File: config.mk
export PLATFORM = sky130hd
export DESIGN_NAME = ahbl_slave_stage_ctrl
export DESIGN_NICKNAME = d
export VERILOG_FILES = /design/src/rtl/ahbl_pkg.sv /design/src/rtl/ahbl_stall_timer.sv /design/src/rtl/ahbl_slave_stage_ctrl.sv
export SDC_FILE = /design/constraint.sdc
export NUM_CORES = 1
export LEC_CHECK = 0
export CAP_MARGIN = 20
export CORE_MARGIN = 3
export CORE_UTILIZATION = 45
export DETAILED_ROUTE_END_ITERATION = 16
export PLACE_DENSITY = 0.73
export SETUP_SLACK_MARGIN = 0.5
export SYNTH_ARGS = -nofsm -noshare
export SYNTH_HDL_FRONTEND = slang
export SYNTH_SLANG_ARGS = --single-unit
export TNS_END_PERCENT = 1
File: constraint.sdc
create_clock -name HCLK -period 2 [get_ports HCLK]
set_clock_uncertainty 0.15 [all_clocks]
set_input_delay 0.4 -clock HCLK [delete_from_list [all_inputs] [get_ports HCLK]]
set_output_delay 0.4 -clock HCLK [all_outputs]
set_load 0.02 [all_outputs]
File: src/rtl/ahbl_pkg.sv
// Shared AHB-Lite encodings and helpers for the matrix stage controllers.
// Holds the HTRANS/HRESP codes, the stage FSM encoding and a one-hot decoder.
package ahbl_pkg;

    localparam logic [1:0] HTRANS_IDLE   = 2'b00;
    localparam logic [1:0] HTRANS_BUSY   = 2'b01;
    localparam logic [1:0] HTRANS_NONSEQ = 2'b10;
    localparam logic [1:0] HTRANS_SEQ    = 2'b11;

    localparam logic HRESP_OKAY  = 1'b0;
    localparam logic HRESP_ERROR = 1'b1;

    typedef enum logic [1:0] {
        ST_IDLE = 2'b00,
        ST_DATA = 2'b01,
        ST_ERR1 = 2'b10,
        ST_ERR2 = 2'b11
    } stage_state_e;

    // OR of set-bit indices; exact for one-hot input, 0 for all-zero input.
    function automatic int unsigned onehot_to_idx(input logic [31:0] vec);
        int unsigned idx;
        idx = 0;
        for (int i = 0; i < 32; i++) begin
            if (vec[i]) idx = idx | unsigned'(i);
        end
        return idx;
    endfunction

endpackage

File: src/rtl/ahbl_stall_timer.sv
// Saturating wait-state counter with terminal count at TIMEOUT_CYCLES-1.
// With TIMEOUT_CYCLES=0 the counter is removed and terminal count never fires.
module ahbl_stall_timer #(
    parameter int unsigned TIMEOUT_CYCLES = 256
) (
    input  logic        clk_i,
    input  logic        rst_i,
    input  logic        clr_i,
    input  logic        en_i,
    output logic [15:0] cnt_o,
    output logic        tc_o
);

    generate
        if (TIMEOUT_CYCLES == 0) begin : g_off
            logic timer_unused;
            assign timer_unused = ^{clk_i, rst_i, clr_i, en_i};
            assign cnt_o = '0;
            assign tc_o  = 1'b0;
        end else begin : g_on
            logic [15:0] cnt_q;
            logic [15:0] cnt_d;

            always_comb begin
                cnt_d = cnt_q;
                if (clr_i) begin
                    cnt_d = '0;
                end else if (en_i && (cnt_q != 16'hFFFF)) begin
                    cnt_d = cnt_q + 16'd1;
                end
            end

            always_ff @(posedge clk_i) begin
                if (rst_i) begin
                    cnt_q <= '0;
                end else begin
                    cnt_q <= cnt_d;
                end
            end

            assign cnt_o = cnt_q;
            assign tc_o  = (cnt_q == 16'(TIMEOUT_CYCLES - 1));
        end
    endgenerate

endmodule

File: src/rtl/ahbl_slave_stage_ctrl.sv
// Per-slave stage controller: forwards the granted address phase, tracks the
// data-phase owner, and forces a two-cycle ERROR when the slave stalls too long.
module ahbl_slave_stage_ctrl
    import ahbl_pkg::*;
#(
    parameter int unsigned NUM_MASTERS    = 4,
    parameter int unsigned TIMEOUT_CYCLES = 256
) (
    input  logic                     HCLK,
    input  logic                     HRESET,
    input  logic [NUM_MASTERS-1:0]   MASTERADDRINPROG,
    input  logic [2*NUM_MASTERS-1:0] MHTRANS,
    input  logic                     HREADYOUT_S,
    input  logic                     HRESP_S,
    output logic                     HSEL_S,
    output logic [1:0]               HTRANS_S,
    output logic [NUM_MASTERS-1:0]   ADDRMUXSEL,
    output logic                     ADDRPHEND,
    output logic [NUM_MASTERS-1:0]   DATAMUXSEL,
    output logic                     HREADYOUT_M,
    output logic                     HRESP_M,
    output logic                     TIMEOUT_PULSE,
    output logic                     SLAVE_STUCK
);

    localparam int unsigned SW = $clog2(2 * NUM_MASTERS);

    stage_state_e           state_q, state_d;
    logic [NUM_MASTERS-1:0] owner_q, owner_d;
    logic                   stuck_q, stuck_d;
    logic                   pulse_q, pulse_d;

    logic [SW-1:0] gsel;
    logic [1:0]    gtrans;
    logic          any_grant;
    logic          fwd;
    logic          addr_ready;
    logic          acc;
    logic          phase_done;
    logic          waiting;
    logic [15:0]   wcnt;
    logic          wcnt_tc;

    assign any_grant = |MASTERADDRINPROG;
    assign gsel      = SW'(2 * onehot_to_idx(32'(MASTERADDRINPROG)));
    assign gtrans    = MHTRANS[gsel +: 2];

    // A stuck slave sees only idle address phases so its stale data phase drains.
    assign fwd        = any_grant & ~stuck_q;
    assign HSEL_S     = fwd;
    assign HTRANS_S   = fwd ? gtrans : HTRANS_IDLE;
    assign ADDRMUXSEL = fwd ? MASTERADDRINPROG : '0;

    assign waiting = (state_q == ST_DATA) & ~HREADYOUT_S;

    ahbl_stall_timer #(
        .TIMEOUT_CYCLES (TIMEOUT_CYCLES)
    ) u_stall_timer (
        .clk_i (HCLK),
        .rst_i (HRESET),
        .clr_i (~waiting),
        .en_i  (waiting),
        .cnt_o (wcnt),
        .tc_o  (wcnt_tc)
    );

    always_comb begin
        state_d     = state_q;
        owner_d     = owner_q;
        stuck_d     = stuck_q;
        pulse_d     = 1'b0;
        addr_ready  = 1'b1;
        HREADYOUT_M = 1'b1;
        HRESP_M     = HRESP_OKAY;
        phase_done  = 1'b0;

        case (state_q)
            ST_IDLE: begin
                phase_done = 1'b1;
            end
            ST_DATA: begin
                addr_ready  = HREADYOUT_S;
                HREADYOUT_M = HREADYOUT_S;
                HRESP_M     = HRESP_S;
                phase_done  = HREADYOUT_S;
            end
            ST_ERR1: begin
                addr_ready  = 1'b0;
                HREADYOUT_M = 1'b0;
                HRESP_M     = HRESP_ERROR;
            end
            ST_ERR2: begin
                HRESP_M    = HRESP_ERROR;
                phase_done = 1'b1;
            end
            default: begin
                state_d = ST_IDLE;
            end
        endcase

        // Address completion ignores HTRANS so IDLE transfers also retire.
        ADDRPHEND = any_grant & addr_ready;
        acc       = ADDRPHEND & gtrans[1];

        if (stuck_q && HREADYOUT_S) stuck_d = 1'b0;

        if (state_q == ST_ERR1) begin
            state_d = ST_ERR2;
        end else if (phase_done) begin
            if (acc) begin
                owner_d = MASTERADDRINPROG;
                state_d = stuck_q ? ST_ERR1 : ST_DATA;
            end else begin
                owner_d = '0;
                state_d = ST_IDLE;
            end
        end else if (wcnt_tc) begin
            state_d = ST_ERR1;
            stuck_d = 1'b1;
            pulse_d = 1'b1;
        end
    end

    always_ff @(posedge HCLK) begin
        if (HRESET) begin
            state_q <= ST_IDLE;
            owner_q <= '0;
            stuck_q <= 1'b0;
            pulse_q <= 1'b0;
        end else begin
            state_q <= state_d;
            owner_q <= owner_d;
            stuck_q <= stuck_d;
            pulse_q <= pulse_d;
        end
    end

    assign DATAMUXSEL    = owner_q;
    assign TIMEOUT_PULSE = pulse_q;
    assign SLAVE_STUCK   = stuck_q;

    logic wcnt_unused;
    assign wcnt_unused = ^wcnt;

endmodule

==> results.md, run 1 <==
* Status: finished with violations
* Violated checks: negative setup slack
* Top-count cell post-synth: dfxtp_1
* PwrDens at 845 nW/µm²
* IO Pins at 32
* Max Root-Sink Buffers at 2
* Critical path data required time at 1.45 ns
* Clk root buf: clkbuf_4
* Die span in x at 61.7 µm
* # DRC at 0
* Distinct cells, synth at 40
* Input/output buffers at 31
* Synth warn at 0
* GR Util met2 at 0.383
* Sequential share of the synthesized area at 0.344
* R2r worst-path depth at 7
* GP Congestion at 0.819
* Grt total ovfl at 0
* Average wire per standard cell at between 15 and 20 µm
* Fin Setup TNS at -0.0432 ns
* Dpl cells at 255
* Filler cells at around 200
* Delay-heaviest family, CP: flip-flops
* Pin count of the biggest net entering global routing at 21
* GR Layer Usage met1 at 0.286
* Initial antenna violation count at 0
* CTS clock-pin slew for the worst setup and hold paths at 0.13 ns
* Finished Layout Cells at 260
* Initial Util at 0.490
* Unrepaired setup endpoints after global routing: yes
* Cts hold-fix bufs at 0
* Vias/cell at 6.10
* Initial DRC Count at 93
* Critical path cell sequence: buf_4 -> ha_4 -> or2_4 -> a21oi_4 -> buf_6
* Cts bufs inserted at 3
* Detailed-route via count at 1585
* Worst Path Arrival at 1.47 ns
* Crit path buffers/inverters at 2
* CTS tree: done
* Num rows at 19
* Post-synthesis register bit count at 24
* Die Span Y at 61.7 µm
* Prevailing post-synth register cell: dfxtp_1
* Kind of start point of the critical path: flop
* First-pass GRT wire length at 6450 µm
* Critical path peak fanout at 3
* F_max at a little under 0.5 GHz
* Pwr Total at 1.86 mW
* Post-synth EDFFs at 0
* Syn-to-layout area delta at 57.2%
* Clk sinks at 24
* Relative slew slack at 0.780
* Routed Antenna Nets at 0
* Commonest cells post-synth: dfxtp_1, a21oi_1, nor2_1, nand2_1, nand4_1
* Slowest cell on crit path: dfxtp_2
* Tcrit/Tclk final at 1.01
* Leak pwr at 0.836 nW
* Min Tclk post-route at 2.02 ns
* Syn avg cell area at 8.27 µm²
* Worst Slack Setup Final at -0.0228 ns
* Worst path depth at 5
* Asr flop ratio synth at 0
* Post-detail-place hpwl at 3050 µm
* Ant. Diodes at 0
* Total Routing Usage GR at 0.224
* Mapped Cells at approximately 170
* Hold WC Path Type: flop to flop
* Final WL at 4270 µm
* Slew Viols, Final at 0
* Max-Cap Viols at 0
* Synthesized area at about 1400 µm²
* Die Footprint at about 3800 µm²
* Drt pass-1 iters at 4
* Max H-tree Level at 1
* Critical Path Sink Type: output port
* Worst-Margin Slew at about 0.33 ns
* Synth top area cells: dfxtp_1, a21oi_1, ha_1
* Top cell type's share of synthesized area at 0.344
* Largest area contributor in the netlist: dfxtp_1
* GRT busiest layer: met2
* Maximum vdd drop at 0.000553 V
* Layout Nets at roughly 250
* Largest stage delay on the critical path at 0.35 ns
* Core ar. at 2850 µm²
* Share of layout cells above drive strength 1 at 0.437
* Final setup fails at 2
* Vias in the first global route at 1445
* Met3 GRT Util at 0.0331
* Hold Path Stages at 1
* Crit path kind: flop to output port
* Hold Violations, Final at 0
* Later-pin clock latency in the skew report at 0.32 ns
* Net count after synthesis at 191
-- worst paths after layout --
path	from	to	slack [ns]
setup / recovery	state_q[1]$_SDFFE_PP0P_	ADDRPHEND	-0.02
hold / removal	DATAMUXSEL[1]$_SDFFE_PP0P_	DATAMUXSEL[1]$_SDFFE_PP0P_	0.32
setup reg to reg	state_q[1]$_SDFFE_PP0P_	u_stall_timer.cnt_o[15]$_SDFFE_PP0P_	0.06
hold reg to reg	DATAMUXSEL[1]$_SDFFE_PP0P_	DATAMUXSEL[1]$_SDFFE_PP0P_	0.32
-- what timing repair did --
| item | 4_1_cts | 5_1_grt |
|---|---|---|
| setup endpoints to repair | 40 | 38 |
| resized for setup | 105 | 28 |
| buffers inserted | 1 | 0 |
| pin swaps | 14 | 13 |
-- cells by family after synthesis --
| kind of cell | share of synthesized area |
|---|---|
| flops | 0.344 |
| mux | 0.0215 |
| fa+ha+maj | 0.0537 |
| compound gates | 0.205 |
| simple gates | 0.321 |
| buf+inv | 0.0483 |
| xor+xnor | 0.00627 |
-- per-stage QoR --
| step | worst slack, ns | util | hold slack [ns] | cell area, µm² |
|---|---|---|---|---|
| 2_1_floorplan | 0.272 | - | 0.317 | 1450 |
| 3_3_place_gp | -0.624 | 0.701 | 0.302 | 2000 |
| 3_5_place_dp | -0.656 | 0.701 | 0.306 | 2000 |
| 4_1_cts | -0.0455 | 0.757 | 0.333 | 2160 |
| 5_1_grt | -0.109 | 0.770 | 0.334 | 2200 |
| 6_report | -0.0228 | 0.770 | 0.320 | 2200 |
-- per-layer routing --
metal,vias up,share of wire
met5,-,0
met4,0,0.012
met3,6,0.051
met2,52,0.53
met1,758,0.41
li1,769,-
-- state kept, by name, indices dropped and copies added (netlist names) --
name,cells
DATAMUXSEL,4
u_stall_timer.cnt_o,16
SLAVE_STUCK,1
state_q,2
TIMEOUT_PULSE,1
-- power breakdown --
group	total [mW]	switching, mW	internal, mW
clock network	0.253	0.142	0.111
registers	0.554	0.0309	0.523
logic	1.05	0.522	0.527
-- cell type report --
class	instances	area, µm²	area share
Clock buffer	4	36.3	0.0165
Inverter	7	26.3	0.0120
Multi-Input combinational cell	130	1050	0.478
Sequential cell	24	502	0.228
Tap cell	31	38.8	0.0177
Timing Repair Buffer	64	544	0.248
-- cell usage in the layout, fill, tap and decap left out, types with 2 or more instances in the layout --
cell             Yosys  layout
o31ai_1              6       6
a21oi_1             18      15
nor4_2               1       2
a211oi_1             4       2
dfxtp_2              0       8
nand2_1             11      11
or3_1                7       7
nand3_1              5       5
inv_1                7       6
nor2_4               0       4
ha_1                 6       2
dfxtp_1             24      13
nor2_1              12       7
buf_6                1       9
nand4_1              9       9
mux2i_1              3       2
or4_1                8       7
and2_1               2       2
clkdlybuf4s50_1      0      11
buf_2                0       7
dfxtp_4              0       3
a21oi_2              0       2
clkbuf_4             0       3
o2bb2ai_1            4       3
nor3_1               3       3
buf_4                1      32
o21ai_0              4       4
and4_1               2       2
nand2b_1             3       3
ha_4                 0       3
clkdlybuf4s15_2      0       3
(Power assumes the default switching activity.)
==> run 2: changes to the inputs <==
Settings changed: SETUP_SLACK_MARGIN 0.5 to unset.
==> results.md, run 2 (synthesis gave the netlist of run 1 again) <==
* Most frequent cells in the layout: buf_4, dfxtp_1, a21oi_1, clkdlybuf4s50_1, nor2_1
* Max H-tree Level at 1
* Unrepaired setup endpoints after global routing: yes
* Later-pin clock latency in the skew report at 0.32 ns
* Final WL at 3820 µm
* Relative slew slack at 0.735
* Share of layout cells above drive strength 1 at 0.283
* Critical Path Sink Type: output port
* Leak pwr at 0.814 nW
* Largest register FFs at 16
* Ant. Diodes at 0
* Initial Util at 0.490
* Input/output buffers at 31
* Core ar. at 2850 µm²
* CTS tree: done
* Pint at around 1.1 mW
* Fin Setup TNS at -0.00619 ns
* Pwr Total at ~1.7 mW
* Initial antenna violation count at 0
* Hold Violations, Final at 0
* Die Footprint at approximately 3800 µm²
* Vias/cell at 5.93
* Switching Fraction at 0.361
* Violated checks: negative setup slack
* Crit path kind: flop to output port
* Grt total ovfl at 0
* Pin count of the biggest net entering global routing at 21
* Clk sinks at 24
* Post-detail-place hpwl at 2920 µm
* Average wire per standard cell at 14.9 µm
* Total Routing Usage GR at 0.214
* Vias in the first global route at roughly 1500
* First-pass GRT wire length at ~6200 µm
* PwrDens at between 800 and 900 nW/µm²
* Hold Path Stages at 1
* Final core occ at 0.720
* Most common cell after layout, fill and taps aside: buf_4
* Kind of start point of the critical path: flop
* Num rows at 19
* Routed Antenna Nets at 0
* Initial DRC Count at 99
* Worst Path Arrival at roughly 1.5 ns
* GP Congestion at 0.814
* Drt pass-1 iters at 4
* Combinational share of power at 0.522
* # DRC at 0
* Clk root buf: clkbuf_4
* Cell Area, Placed at 1930 µm²
* Psw at 0.623 mW
* R2r worst-path depth at 5
* Clk network pwr share at 0.149
* Critical path peak fanout at 3
* Critical path data required time at 1.45 ns
* Max-Cap Viols at 0
* F_max at 0.499 GHz
* Die Span Y at 61.7 µm
* Worst Slack Setup Final at -0.00529 ns
* Tcrit/Tclk final at 1.00
* IO Pins at 32
* Min Tclk post-route at 2.01 ns
* Syn-to-layout area delta at 47.0%
* Hold WC Path Type: flop to flop
* Design area at 2050 µm²
* CTS clock-pin slew for the worst setup and hold paths at 0.13 ns
* Worst-Margin Slew at 0.394 ns
* Final setup fails at 2
* Detailed-route via count at around 1500
* Die span in x at 61.7 µm
* Status: finished with violations
* Maximum vdd drop at 0.000503 V
* Seq pwr share at 0.329
* Cts bufs inserted at 3
* Layout Nets at 249
* Max Root-Sink Buffers at 2
* Slew Viols, Final at 0
[run 2: cell count changes in the layout (fill, tap and decap cells not counted), sizes merged]
| cell | delta |
|---|---|
| buf | -14 |
| dlygate4sd2 | +7 |
| dlymetal6s2s | +3 |
| clkdlybuf4s50 | +2 |
| clkdlybuf4s15 | -1 |
[run 2: area by class of cell]
cell class	instances	area [µm²]
repair buffers	61	538
clock buffers	4	36.3
inverters	7	28.8
well taps	31	38.8
flip-flops and latches	24	489
fillers	218	798
multi-input cells	130	923
[run 2: what timing repair did]
action	CTS	global route
setup endpoints to repair	11	16
hold buffers	0	0
gates cloned	0	0
pin swaps	2	7
resized for setup	43	25
setup buffers	0	1
[run 2: per-layer routing]
layer / share of wire / up-vias / track usage / wire [µm]
met5: 0 / - / 0 / 0
met4: 0.015 / 0 / 0.0606 / 57
met3: 0.041 / 6 / 0.0620 / 158
met2: 0.48 / 39 / 0.338 / 1820
met1: 0.47 / 717 / 0.284 / 1790
li1: - / 763 / - / -
[run 2: power by group through the flow]
stage	combinational, mW	sequential, mW	clock (mW)
3_5_place_dp	0.842	0.557	0
5_1_grt	0.975	0.574	0.288
3_3_place_gp	0.821	0.555	0
6_report	0.903	0.569	0.257
2_1_floorplan	0.398	0.576	0
4_1_cts	0.843	0.552	0.262
[run 2: worst paths after layout]
path | from | to | slack (ns)
worst max-delay path | state_q[0]$_SDFFE_PP0P_ | ADDRPHEND | -0.005
worst min-delay path | DATAMUXSEL[2]$_SDFFE_PP0P_ | DATAMUXSEL[2]$_SDFFE_PP0P_ | 0.33
worst max register to register | u_stall_timer.cnt_o[0]$_SDFFE_PP0P_ | u_stall_timer.cnt_o[14]$_SDFFE_PP0P_ | 0.10
worst min register to register | DATAMUXSEL[2]$_SDFFE_PP0P_ | DATAMUXSEL[2]$_SDFFE_PP0P_ | 0.33
[run 2: worst max-delay path, cell delays in order (launching register included)]
cell	delay, ns
dfxtp_4	0.39
inv_2	0.04
ha_2	0.18
or2_4	0.25
a21oi_4	0.14
buf_6	0.13
[run 2: stage by stage]
stage	setup slack (ns)	cells	hold slack [ns]
after global routing	-0.108	257	0.349
after global placement	-0.629	252	0.302
after floorplan	0.0383	169	0.313
after CTS	-0.143	256	0.332
final	-0.00529	257	0.332
after detailed placement	-0.710	252	0.301
==> run 3: changes to the inputs <==
Settings changed: CORE_ASPECT_RATIO set to 1.5.
Clock period 2 ns to 1.9 ns, I/O delays scaled along.
==> results.md, run 3 (synthesis gave the netlist of run 1 again) <==
* Status: finished with violations
* Violated checks: negative setup slack
* Psw at 0.712 mW
* Num rows at 24
* Largest register FFs at 16
* Average wire per standard cell at 16.1 µm
* IO Pins at 32
* Die span in x at 51.5 µm
* Cts bufs inserted at 3
* Relative slew slack at 0.761
* Finished Layout Cells at 267
* Final WL at 4290 µm
* Clk root buf: clkbuf_8
* Post-detail-place hpwl at 3250 µm
* Total Routing Usage GR at 0.240
* Worst-Margin Slew at between 0.3 and 0.4 ns
* F_max at between 0.5 and 0.6 GHz
* Drt pass-1 iters at 4
* Kind of start point of the critical path: flop
* CTS tree: done
* Switching Fraction at 0.362
* Dpl cells at 262
* Die Span Y at 74.3 µm
* Clk network pwr share at 0.175
* Hold Violations, Final at 0
* Critical path data required time at 1.37 ns
* Tcrit/Tclk final at 1.03
* Crit path kind: flop to output port
* Critical path peak fanout at 3
* Worst Path Arrival at 1.43 ns
* Clk sinks at 24
* Critical Path Sink Type: output port
* Grt total ovfl at 0
* Syn-to-layout area delta at 51.3%
* Maximum vdd drop at 0.00131 V
* Die Footprint at about 3800 µm²
* Worst Slack Setup Final at -0.0571 ns
* Final setup fails at 4
* Leak pwr at ~0.84 nW
* Fin Setup TNS at -0.134 ns
* Ant. Diodes at 0
* Hold WC Path Type: flop to flop
* Min Tclk post-route at approximately 2.0 ns
* Pwr Total at 1.97 mW
* Minimum hold slack at 0.325 ns
* Pint at 1.25 mW
* Core ar. at 2940 µm²
* Initial Util at 0.475
* GP Congestion at 0.844
* Max-Cap Viols at 0
* PwrDens at 930 nW/µm²
* First-pass GRT wire length at 7090 µm
* Initial DRC Count at 41
* CTS clock-pin slew for the worst setup and hold paths at 0.08 ns
* Most frequent cells in the layout: buf_4, dfxtp_1, a21oi_1, nor2_1, clkdlybuf4s50_1
* Pin count of the biggest net entering global routing at 15
* Detailed-route via count at 1550
* Unrepaired setup endpoints after global routing: yes
* Seq pwr share at 0.300
* Max H-tree Level at 1
* Max Root-Sink Buffers at 2
* # DRC at 0
* Cts hold-fix bufs at 0
* Vias/cell at 5.81
* Initial antenna violation count at 0
* Routed Antenna Nets at 0
* Vias in the first global route at between 1500 and 2000
* Share of layout cells above drive strength 1 at 0.338
* Layout Nets at 251
* Final core occ at 0.719
* Slew Viols, Final at 0
* Later-pin clock latency in the skew report at 0.26 ns
* Combinational share of power at 0.524
* Most common cell after layout, fill and taps aside: buf_4
* Input/output buffers at 31
run 3: worst paths after layout:
check | start | to | slack (ns) | depth (start not counted)
max | state_q[0]$_SDFFE_PP0P_ | ADDRPHEND | -0.06 | 5
min | DATAMUXSEL[3]$_SDFFE_PP0P_ | DATAMUXSEL[3]$_SDFFE_PP0P_ | 0.33 | 1
max reg2reg | state_q[1]$_SDFFE_PP0P_ | DATAMUXSEL[0]$_SDFFE_PP0P_ | 0 | 8
min reg2reg | DATAMUXSEL[3]$_SDFFE_PP0P_ | DATAMUXSEL[3]$_SDFFE_PP0P_ | 0.33 | 1
run 3: metrics by stage:
step | area, µm² | setup slack (ns)
floorplan | 1400 | -0.0217
global placement | 1950 | -0.692
detailed placement | 1950 | -0.735
CTS | 2050 | -0.0947
global route | 2110 | -0.106
finish | 2110 | -0.0571
run 3: final cells by class:
class / instances / area [µm²]
flip-flops and latches: 24 / 485
repair buffers: 63 / 533
inverters: 7 / 26.3
multi-input cells: 130 / 966
well taps: 39 / 48.8
clock buffers: 4 / 55.1
fillers: 247 / 828
run 3: routing by layer:
metal	wire length, µm	part of all wire	vias to the layer above	global-route usage
met2	2430	0.57	47	0.477
met5	0	0	-	0
li1	-	-	761	-
met4	121	0.028	0	0.120
met1	1540	0.36	730	0.222
met3	197	0.046	12	0.0521
run 3: power by group through the flow:
stage                     Sequential [mW]  Clock [mW]  Combinational (mW)
after detailed placement            0.588           0               0.888
final                               0.590       0.345                1.03
after CTS                           0.583       0.351               0.960
after global routing                0.595       0.371                1.10
after global placement              0.586           0               0.858
after floorplan                     0.606           0               0.419
run 3: critical path, cell delays in order, from the launching register on:
cell and delay [ns]:
dfxtp_2 0.36, inv_2 0.04, ha_2 0.18, or2_4 0.28, a21oi_4 0.17, buf_6 0.14
run 3: what timing repair did:
item / CTS / global route
pin swaps: 12 / 8
gates resized for setup: 57 / 24
setup endpoints to repair: 23 / 26
buffers inserted: 1 / 0
